$ cat config.mk
export PLATFORM = sky130hd
export DESIGN_NAME = dmem_port_arbiter
export DESIGN_NICKNAME = d
export VERILOG_FILES = /design/src/rtl/dmem_port_arbiter.sv
export SDC_FILE = /design/constraint.sdc
export NUM_CORES = 1
export LEC_CHECK = 0
export ABC_AREA = 1
export CORE_MARGIN = 5
export CORE_UTILIZATION = 43
export DETAILED_ROUTE_END_ITERATION = 6
export GPL_TIMING_DRIVEN = 1
export PLACE_DENSITY_LB_ADDON = 0.08
export SLEW_MARGIN = 15
export SYNTH_ARGS = -nofsm -noshare
export SYNTH_HDL_FRONTEND = slang
export SYNTH_SLANG_ARGS = --single-unit
$ cat constraint.sdc
create_clock -name CLK -period 1.8 [get_ports CLK]
set_clock_uncertainty 0.15 [all_clocks]
set_input_delay 0.36 -clock CLK [delete_from_list [all_inputs] [get_ports CLK]]
set_output_delay 0.36 -clock CLK [all_outputs]
set_load 0.02 [all_outputs]
$ cat src/rtl/dmem_port_arbiter.sv
// Two-lane to single-port data memory arbiter: lane 1 first, one-cycle stall on conflict.
// Optional DMEM_ARB_STATS_EN adds saturating conflict/access counters.
module dmem_port_arbiter #(
  parameter int AW = 32,
  parameter int DW = 32
) (
  input  logic          CLK,
  input  logic          RST,
  input  logic          req1_cs,
  input  logic          req1_we,
  input  logic [AW-1:0] req1_addr,
  input  logic [DW-1:0] req1_wdata,
  output logic [DW-1:0] req1_rdata,
  input  logic          req2_cs,
  input  logic          req2_we,
  input  logic [AW-1:0] req2_addr,
  input  logic [DW-1:0] req2_wdata,
  output logic [DW-1:0] req2_rdata,
  output logic          stall,
  output logic          mem_cs,
  output logic          mem_we,
  output logic [AW-1:0] mem_addr,
  output logic [DW-1:0] mem_wdata,
  input  logic [DW-1:0] mem_rdata
`ifdef DMEM_ARB_STATS_EN
  ,
  output logic [15:0]   conflict_cnt,
  output logic [15:0]   access_cnt
`endif
);

  typedef enum logic {SINGLE = 1'b0, SECOND = 1'b1} state_t;

  state_t        state;
  logic [DW-1:0] hold_rdata1;
  logic          pend2_we;
  logic [AW-1:0] pend2_addr;
  logic [DW-1:0] pend2_wdata;
  logic          conflict;

  // Kept free of address/data so the stall path stays short.
  assign conflict = (state == SINGLE) && req1_cs && req2_cs;
  assign stall    = conflict;

  always_ff @(posedge CLK) begin
    if (RST) begin
      state       <= SINGLE;
      hold_rdata1 <= '0;
      pend2_we    <= 1'b0;
      pend2_addr  <= '0;
      pend2_wdata <= '0;
    end else begin
      case (state)
        SINGLE: if (conflict) begin
          state       <= SECOND;
          hold_rdata1 <= mem_rdata;
          pend2_we    <= req2_we;
          pend2_addr  <= req2_addr;
          pend2_wdata <= req2_wdata;
        end
        SECOND: state <= SINGLE;
        default: state <= SINGLE;
      endcase
    end
  end

  always_comb begin
    mem_cs     = 1'b0;
    mem_we     = 1'b0;
    mem_addr   = req1_addr;
    mem_wdata  = req1_wdata;
    req1_rdata = mem_rdata;
    req2_rdata = mem_rdata;
    if (state == SECOND) begin
      // A reset landing here drops the pending lane 2 access outright.
      mem_cs     = !RST;
      mem_we     = pend2_we && !RST;
      mem_addr   = pend2_addr;
      mem_wdata  = pend2_wdata;
      req1_rdata = hold_rdata1;
    end else if (req1_cs) begin
      mem_cs     = 1'b1;
      mem_we     = req1_we;
    end else if (req2_cs) begin
      mem_cs     = 1'b1;
      mem_we     = req2_we;
      mem_addr   = req2_addr;
      mem_wdata  = req2_wdata;
    end
  end

`ifdef DMEM_ARB_STATS_EN
  always_ff @(posedge CLK) begin
    if (RST) begin
      conflict_cnt <= '0;
      access_cnt   <= '0;
    end else begin
      if (conflict && conflict_cnt != 16'hFFFF) conflict_cnt <= conflict_cnt + 16'd1;
      if (mem_cs && access_cnt != 16'hFFFF)     access_cnt   <= access_cnt + 16'd1;
    end
  end
`endif

endmodule

==> impl_metrics.env, run 1 <==
export IMPL_core_area_um2=15090
export IMPL_worstPathArrival_ps=1460
export IMPL_dp_hpwl_mm=15.44
export IMPL_power_density_nw_per_um2=578.3
export IMPL_n_fill_cell=998
export IMPL_synthCells=1214
export IMPL_syn_cell_area_um2=6545
export IMPL_setup_viol=100
export IMPL_ys_seq_area_frac=0.2998
export IMPL_drv_cap=0
export IMPL_finalHoldViolCount=0
export IMPL_r2r_start="state"
export IMPL_r2r_setup_slack_ps=0
export IMPL_viasPerCell=5.017
export IMPL_synth_seq_cells=98
export IMPL_final_common_cell="nand2_1"
export IMPL_multi_input_area_um2=4323
export IMPL_drv_slew=0
export IMPL_relSlewSlack=0.7738
export IMPL_grt_pass1_wl_mm=40.74
export IMPL_hold_path_class="flip-flop to flip-flop"
export IMPL_syn_to_final_growth_pct=90.02
export IMPL_vias=8709
export IMPL_required_ps=1290
export IMPL_final_seq_area_um2=1966
export IMPL_crit_fanout=8
export IMPL_ant_nets=0
export IMPL_syn_avg_cell_area_um2=5.391
export IMPL_ys_warn_count=0
export IMPL_die_h_um=133.4
export IMPL_initial_utilization=0.4337
export IMPL_antenna_found_initial=0
export IMPL_synth_largest_area_cell="dfxtp_1"
export IMPL_min_period_ps=1975
export IMPL_finalNetCount=1710
export IMPL_ir_worst_vdd_mv=0.4688
export IMPL_r2r_end="pend2_addr[1]"
export IMPL_setup_worst_path_start="state"
export IMPL_grt_pass1_vias=8077
export IMPL_die_area_um2=17790
export IMPL_fp_dieW_um=133.4
export IMPL_cts_made_buffers=9
export IMPL_htree_num_levels=3
export IMPL_wl_per_cell_um=16.73
export IMPL_max_freq_mhz=506.4
export IMPL_diodes=0
export IMPL_routed_wl_mm=29.04
export IMPL_clock_sinks=98
export IMPL_critPathLaunchType="flip-flop"
export IMPL_hold_ws_ps=335.3
export IMPL_first_pass_iters=5
export IMPL_finalInstanceArea_um2=12440
export IMPL_track_usage=0.2833
export IMPL_grt_max_degree=76
export IMPL_syn_nets=1380
export IMPL_num_io_pins=297
export IMPL_final_cell_mix="nand2_1 (278), inv_1 (224), nor2_1 (193)"
export IMPL_synthTopCellsByArea="dfxtp_1 (30%), nand2_1 (24%), inv_1 (13%)"
export IMPL_rows=45
export IMPL_clockBufferDepth=2
export IMPL_outcome="finished, violations left"
export IMPL_critPathCaptureType="output port"
export IMPL_place_area_um2=9988
export IMPL_worst_pin_slew_ps=339.3
export IMPL_post_synth_num_cell_types=12
export IMPL_port_buffers=296
export IMPL_cp_endpoint="mem_wdata[0]"
export IMPL_drive_gt1_frac=0.3101
export IMPL_violations="negative setup slack"
export IMPL_critPathKind="flip-flop to output port"
export IMPL_grt_overflow_total=0
export IMPL_grt_setup_unrepaired="yes"
export IMPL_ff2ff_path_depth=9
export IMPL_cts_root_buf="clkbuf_16"
export IMPL_cts_clk_slew_worst_paths_ps=60
export IMPL_cts_hold_buffers=0
export IMPL_total_leakage_power_nw=7.145
export IMPL_tns_ps=-9814
export IMPL_clock_latency_ps=350
export IMPL_dr_first_iter_drc_count=669
export IMPL_period_share=1.097
export IMPL_setup_slack_ps=-174.8
export IMPL_gp_congestion=0.7919
export IMPL_synth_top_area_share=0.2998
export IMPL_drc=0
export IMPL_cts_tree="built"
[final cells by class]
type | instances | area share
clock buffer | 13 | 0.02093
clock inverter | 2 | 0.001006
inverter | 228 | 0.06962
multi-input combinational | 783 | 0.3476
sequential | 98 | 0.1580
tap | 188 | 0.01891
timing repair buffer | 423 | 0.3830
timing repair inverter | 1 | 0.0009054
[layer usage]
| metal | vias to the layer above | global-route usage | part of all wire |
|---|---|---|---|
| met4 | 0 | 0.1223 | 0.037 |
| met3 | 87 | 0.06722 | 0.090 |
| met1 | 4017 | 0.3234 | 0.37 |
| li1 | 4182 | - | - |
| met5 | - | 0 | 0 |
| met2 | 423 | 0.5042 | 0.51 |
[kinds of logic after synthesis]
group / synth area share
AOI/OAI and AO/OA: 0.02523
buffers and inverters: 0.2189
DFF: 0.2998
and+or+nand+nor: 0.4561
[state kept, by name, summed over array words and instances, names as in the netlist]
signal,flops
pend2_wdata,32
state,1
hold_rdata1,32
pend2_addr,32
pend2_we,1
[where the power goes]
group          switching [mW]  internal, mW  total [mW]
registers               0.114          2.32        2.43
clock network           0.856          1.01        1.86
logic                    1.47          1.43        2.90
total                    2.44          4.76        7.19
[worst min-delay path by stage]
stage                          startpoint               to  cells past startpoint
after floorplan                       RST            state                      1
after global placement    hold_rdata1[29]  hold_rdata1[29]                      2
after detailed placement  hold_rdata1[29]  hold_rdata1[29]                      2
after CTS                 hold_rdata1[29]  hold_rdata1[29]                      2
after global routing      hold_rdata1[29]  hold_rdata1[29]                      2
final                     hold_rdata1[29]  hold_rdata1[29]                      2
[worst max-delay path, cell delays in order, from the launching register on]
cell and delay [ps]:
dfxtp_4 400, inv_8 100, buf_6 150, buf_16 170
nand3_4 90, nand2_2 80, buf_6 120
[per-stage QoR]
stage	setup slack (ps)	std cells	util	power (mW)
2_1_floorplan	66.37	1214	-	3.537
3_3_place_gp	-755.0	1675	0.6619	4.646
3_5_place_dp	-779.4	1675	0.6619	4.675
4_1_cts	-250.1	1735	0.7823	6.941
5_1_grt	-212.8	1736	0.8242	7.516
6_report	-174.8	1736	0.8242	7.192
[Yosys cell counts, drive strengths merged]
library cell,count
o21ai,33
dfxtp,98
clkbuf,23
nor2,193
inv,228
nand3,132
buf,82
nand2,425
[what timing repair did]
item | 4_1_cts | 5_1_grt
pin swaps | 100 | 39
setup buffers | 24 | 7
setup endpoints to repair | 131 | 136
gates cloned | 21 | 7
gates resized for setup | 895 | 218
No activity file was read; power rests on OpenSTA's default activity.
==> run 2: changes to the inputs <==
- clock period: 1.8 -> 2.2 ns (I/O delays scaled with it)
==> run 2 against run 1 <==
  * The flow now finishes without violations
  * Via count is 12% lower
  * Global-route usage down 4.3 points
  * Non-clock buffer count shrank 24
  * Hold slack got worse by 6.3 ps
  * Power shrank 23%
  * Sequential cell count did not move
  * Combinational power decreased by 40%
  * Wire length is 23% lower
  * Critical path depth fell by 4
  * Critical path type is now primary input to output port
  * Largest power group is now registers
==> impl_metrics.env, run 2 (synthesis gave the netlist of run 1 again) <==
export IMPL_outcome="completed"
export IMPL_setup_slack_ps=46.27
export IMPL_total_leakage_power_nw=5.854
export IMPL_power_density_nw_per_um2=540.8
export IMPL_post_place_ws_ps=-541.9
export IMPL_crit_chain="clkdlybuf4s50_1 -> clkdlybuf4s50_1"
export IMPL_finalNetCount=1685
export IMPL_n_fill_cell=1450
export IMPL_final_common_cell="nand2_1"
export IMPL_critPathLaunchType="primary input"
export IMPL_antenna_found_initial=1
export IMPL_ir_worst_vdd_mv=0.3717
export IMPL_cts_root_buf="clkbuf_16"
export IMPL_port_buffers=296
export IMPL_relSlewSlack=0.6131
export IMPL_core_area_um2=15090
export IMPL_setup_viol=0
export IMPL_min_period_ps=2154
export IMPL_worst_pin_slew_ps=580.4
export IMPL_max_freq_mhz=464.3
export IMPL_clock_sinks=98
export IMPL_final_seq_area_um2=1966
export IMPL_cts_tree="built"
export IMPL_drv_cap=0
export IMPL_critPathKind="primary input to output port"
export IMPL_multi_input_area_um2=3174
export IMPL_rows=45
export IMPL_initial_utilization=0.4337
export IMPL_cp_slowest_cell="clkdlybuf4s50_1"
export IMPL_grt_overflow_total=0
export IMPL_drv_slew=0
export IMPL_cpPeakStageDelay_ps=620
export IMPL_cts_made_buffers=9
export IMPL_fp_dieW_um=133.4
export IMPL_path_delay_family="buffers and inverters"
export IMPL_die_h_um=133.4
export IMPL_routed_wl_mm=22.29
export IMPL_grt_pass1_vias=7122
export IMPL_required_ps=1610
export IMPL_tns_ps=0
export IMPL_wl_per_cell_um=13.01
export IMPL_grt_pass1_wl_mm=34.95
export IMPL_worst_path_most_repeated_cell="clkdlybuf4s50_1"
export IMPL_crit_buf_inv=2
export IMPL_viasPerCell=4.493
export IMPL_track_usage=0.2398
export IMPL_gp_congestion=0.8319
export IMPL_grt_max_degree=55
export IMPL_hold_path_class="flip-flop to flip-flop"
export IMPL_num_io_pins=297
export IMPL_cts_clk_slew_worst_paths_ps=70
export IMPL_crit_fanout=3
export IMPL_dp_hpwl_mm=15.43
export IMPL_critPathCaptureType="output port"
export IMPL_die_area_um2=17790
export IMPL_htree_num_levels=3
export IMPL_final_cell_mix="nand2_1 (424), inv_1 (225), nor2_1 (193)"
export IMPL_dr_first_iter_drc_count=413
export IMPL_worstPathArrival_ps=1560
export IMPL_drc=0
export IMPL_vias=7696
export IMPL_cts_hold_buffers=0
export IMPL_period_share=0.9790
export IMPL_finalHoldViolCount=0
export IMPL_clock_latency_ps=340
export IMPL_ant_nets=0
export IMPL_syn_to_final_growth_pct=55.84
export IMPL_clockBufferDepth=2
export IMPL_grt_setup_unrepaired="yes"
export IMPL_reg_largest_list="hold_rdata1 x32, pend2_addr x32, pend2_wdata x32"
export IMPL_drive_gt1_frac=0.1378
export IMPL_first_pass_iters=5
## run 2: what timing repair did
action,in CTS,in global routing
resized for setup,363,38
endpoints found under the setup margin,127,49
setup buffers,6,0
cloned,4,0
## run 2: through the flow
stage / util / hold slack, ps / power [mW] / instance area, um2 / std cells
after global routing: 0.6760 / 361.6 / 5.822 / 10200 / 1713
after detailed placement: 0.6658 / 318.9 / 3.836 / 10050 / 1686
after floorplan: - / 297.4 / 2.894 / 6545 / 1214
final: 0.6760 / 329.0 / 5.516 / 10200 / 1713
after CTS: 0.6787 / 330.2 / 5.572 / 10240 / 1712
after global placement: 0.6658 / 311.0 / 3.816 / 10050 / 1686
## run 2: cell type report
cell class,instances,area share
Timing Repair Buffer,399,0.3543
Multi-Input combinational cell,783,0.3112
Sequential cell,98,0.1927
Inverter,228,0.08489
Tap cell,188,0.02306
Clock buffer,9,0.02208
Clock inverter,7,0.01153
Antenna cell,1,0.0002453
## run 2: worst paths after layout
| check | depth (start not counted) | slack, ps | startpoint | endpoint |
|---|---|---|---|---|
| worst max-delay path | 2 | 50 | mem_rdata[0] | req2_rdata[0] |
| worst max register to register | 7 | 740 | state | pend2_addr[2] |
| worst min-delay path | 2 | 330 | hold_rdata1[29] | hold_rdata1[29] |
| worst min register to register | 2 | 330 | hold_rdata1[29] | hold_rdata1[29] |
## run 2: metal layers
metal / global-route usage / vias to the layer above / routed length, um
met3: 0.05853 / 40 / 1550
met2: 0.4275 / 229 / 10750
met1: 0.2805 / 3309 / 9384
met5: 0 / - / 0
li1: - / 4118 / -
met4: 0.08343 / 0 / 604
## run 2: worst min-delay path: stages (launching register included)
cell	delay [ps]
dfxtp_1	310
nand3_1	80
nand2_1	50
## run 2: report_power, final
part	switching, mW	leakage (nW)	internal [mW]	total [mW]
Clock	0.720	0.158	1.11	1.83
Sequential	0.0526	0.809	1.90	1.95
Combinational	0.932	4.89	0.803	1.74
==> run 3: changes to the inputs <==
- PLACE_DENSITY_LB_ADDON: 0.08 -> 0.15
==> run 3 against run 2 <==
  * Critical path depth increased by 6
  * Non-clock buffer count unchanged
  * Sequential share of layout area increased by 0.17 points
  * Core utilization decreased by 0.61 points
  * Register-to-register slack got worse by 250 ps
  * Sequential power about the same
==> impl_metrics.env, run 3 (synthesis gave the netlist of run 1 again) <==
export IMPL_clock_latency_ps=340
export IMPL_use_met3=0.06798
export IMPL_num_io_pins=297
export IMPL_die_h_um=133.4
export IMPL_gr_usage_met2=0.4029
export IMPL_drv_cap=0
export IMPL_cts_root_buf="clkbuf_16"
export IMPL_cts_made_buffers=9
export IMPL_combPwrFrac=0.319
export IMPL_worstPathArrival_ps=1590
export IMPL_pwr_share_seq=0.362
export IMPL_first_pass_iters=4
export IMPL_antenna_found_initial=1
export IMPL_hold_ws_ps=324.5
export IMPL_final_cell_mix="nand2_1 (424), inv_1 (225), nor2_1 (193)"
export IMPL_worst_pin_slew_ps=616.0
export IMPL_dp_hpwl_mm=15.68
export IMPL_crit_chain="dlygate4sd2_1 -> inv_4 -> nand2_8 -> buf_12 -> nand2_1 -> nand3_1 -> nand2_1 -> clkdlybuf4s15_2"
export IMPL_total_leakage_power_nw=5.823
export IMPL_initial_utilization=0.4337
export IMPL_grt_overflow_total=0
export IMPL_gp_congestion=0.8107
export IMPL_max_freq_mhz=457.9
export IMPL_post_route_util=0.6699
export IMPL_min_period_ps=2184
export IMPL_p_clk_frac=0.318
export IMPL_p_int_mw=3.716
export IMPL_critPathLaunchType="primary input"
export IMPL_crit_fanout=12
export IMPL_ir_worst_vdd_mv=0.3669
export IMPL_drc=0
export IMPL_cts_clk_slew_worst_paths_ps=60
export IMPL_worst_path_most_repeated_cell="nand2_1"
export IMPL_cpPeakStageDelay_ps=270
export IMPL_setup_viol=0
export IMPL_drive_gt1_frac=0.1424
export IMPL_fp_dieW_um=133.4
export IMPL_cts_hold_buffers=0
export IMPL_p_sw_frac=0.3097
export IMPL_gr_max_usage_layer="met2"
export IMPL_vias=7731
export IMPL_finalHoldViolCount=0
export IMPL_core_area_um2=15090
export IMPL_rows=45
export IMPL_dr_first_iter_drc_count=463
export IMPL_grt_use_met1=0.2827
export IMPL_grt_setup_unrepaired="yes"
export IMPL_syn_to_final_growth_pct=54.44
export IMPL_viasPerCell=4.513
export IMPL_cp_slowest_cell="dlygate4sd2_1"
export IMPL_finalPower_mw=5.383
export IMPL_critPathKind="primary input to output port"
export IMPL_tns_ps=0
export IMPL_clock_sinks=98
export IMPL_clockBufferDepth=2
export IMPL_grt_max_degree=147
export IMPL_critPathCaptureType="output port"
export IMPL_finalNetCount=1685
export IMPL_htree_num_levels=3
export IMPL_die_area_um2=17790
export IMPL_wl_per_cell_um=12.78
export IMPL_routed_wl_mm=21.90
export IMPL_outcome="completed"
export IMPL_grt_pass1_wl_mm=35.01
export IMPL_relSlewSlack=0.5893
export IMPL_final_common_cell="nand2_1"
export IMPL_track_usage=0.2382
export IMPL_required_ps=1610
export IMPL_port_buffers=296
export IMPL_ant_nets=0
export IMPL_reg_largest_list="hold_rdata1 x32, pend2_addr x32, pend2_wdata x32"
export IMPL_n_fill_cell=1461
export IMPL_p_sw_mw=1.667
export IMPL_cts_tree="built"
export IMPL_period_share=0.9926
export IMPL_power_density_nw_per_um2=532.5
export IMPL_drv_slew=0
export IMPL_grt_pass1_vias=7207
export IMPL_hold_path_class="flip-flop to flip-flop"
run 3: area by class of cell:
cell class	instances	area, um2	share of cell area
antenna	1	2.502	0.0002476
clock buffer	11	242.7	0.02401
clock inverter	5	77.57	0.007674
inverter	228	865.8	0.08565
multi-input combinational	783	3174	0.3140
sequential	98	1966	0.1945
tap	188	235.2	0.02327
timing repair buffer	399	3545	0.3507
run 3: critical path, delay by kind of cell:
family                 cells  cell delay (ps)
buffers and inverters      4              850
and+or+nand+nor            4              300
run 3: path summary, 6_finish.rpt:
path              startpoint         endpoint  slack [ps]  depth (start not counted)
max reg2reg            state  pend2_wdata[11]         490                          7
max                  req1_cs     mem_wdata[0]          20                          8
min reg2reg  hold_rdata1[29]  hold_rdata1[29]         320                          2
min          hold_rdata1[29]  hold_rdata1[29]         320                          2
run 3: timing repair:
item	CTS	global route
gates resized for setup	278	131
pin swaps	1	0
setup endpoints to repair	129	94
setup buffers	1	0
cloned	3	0
run 3: per-stage QoR:
| stage | area, um2 | instances | worst slack, ps |
|---|---|---|---|
| finish | 10110 | 1713 | 16.23 |
| global route | 10110 | 1713 | -20.86 |
| CTS | 10410 | 1712 | 0.2277 |
| detailed placement | 10050 | 1692 | -551.8 |
| global placement | 10050 | 1692 | -535.0 |
| floorplan | 6545 | 1214 | 341.4 |
run 3: power by group through the flow:
stage | sequential [mW] | combinational (mW) | clock [mW]
floorplan | 1.98 | 0.917 | 0
global placement | 1.98 | 1.83 | 0
detailed placement | 1.99 | 1.84 | 0
CTS | 1.95 | 1.78 | 1.75
global route | 1.96 | 1.90 | 1.85
finish | 1.95 | 1.72 | 1.71
run 3: routing by layer:
metal  wire, um  part of all wire
met1       9210              0.42
met2      10360              0.47
met3       1662             0.076
met4        662             0.030
met5          0                 0
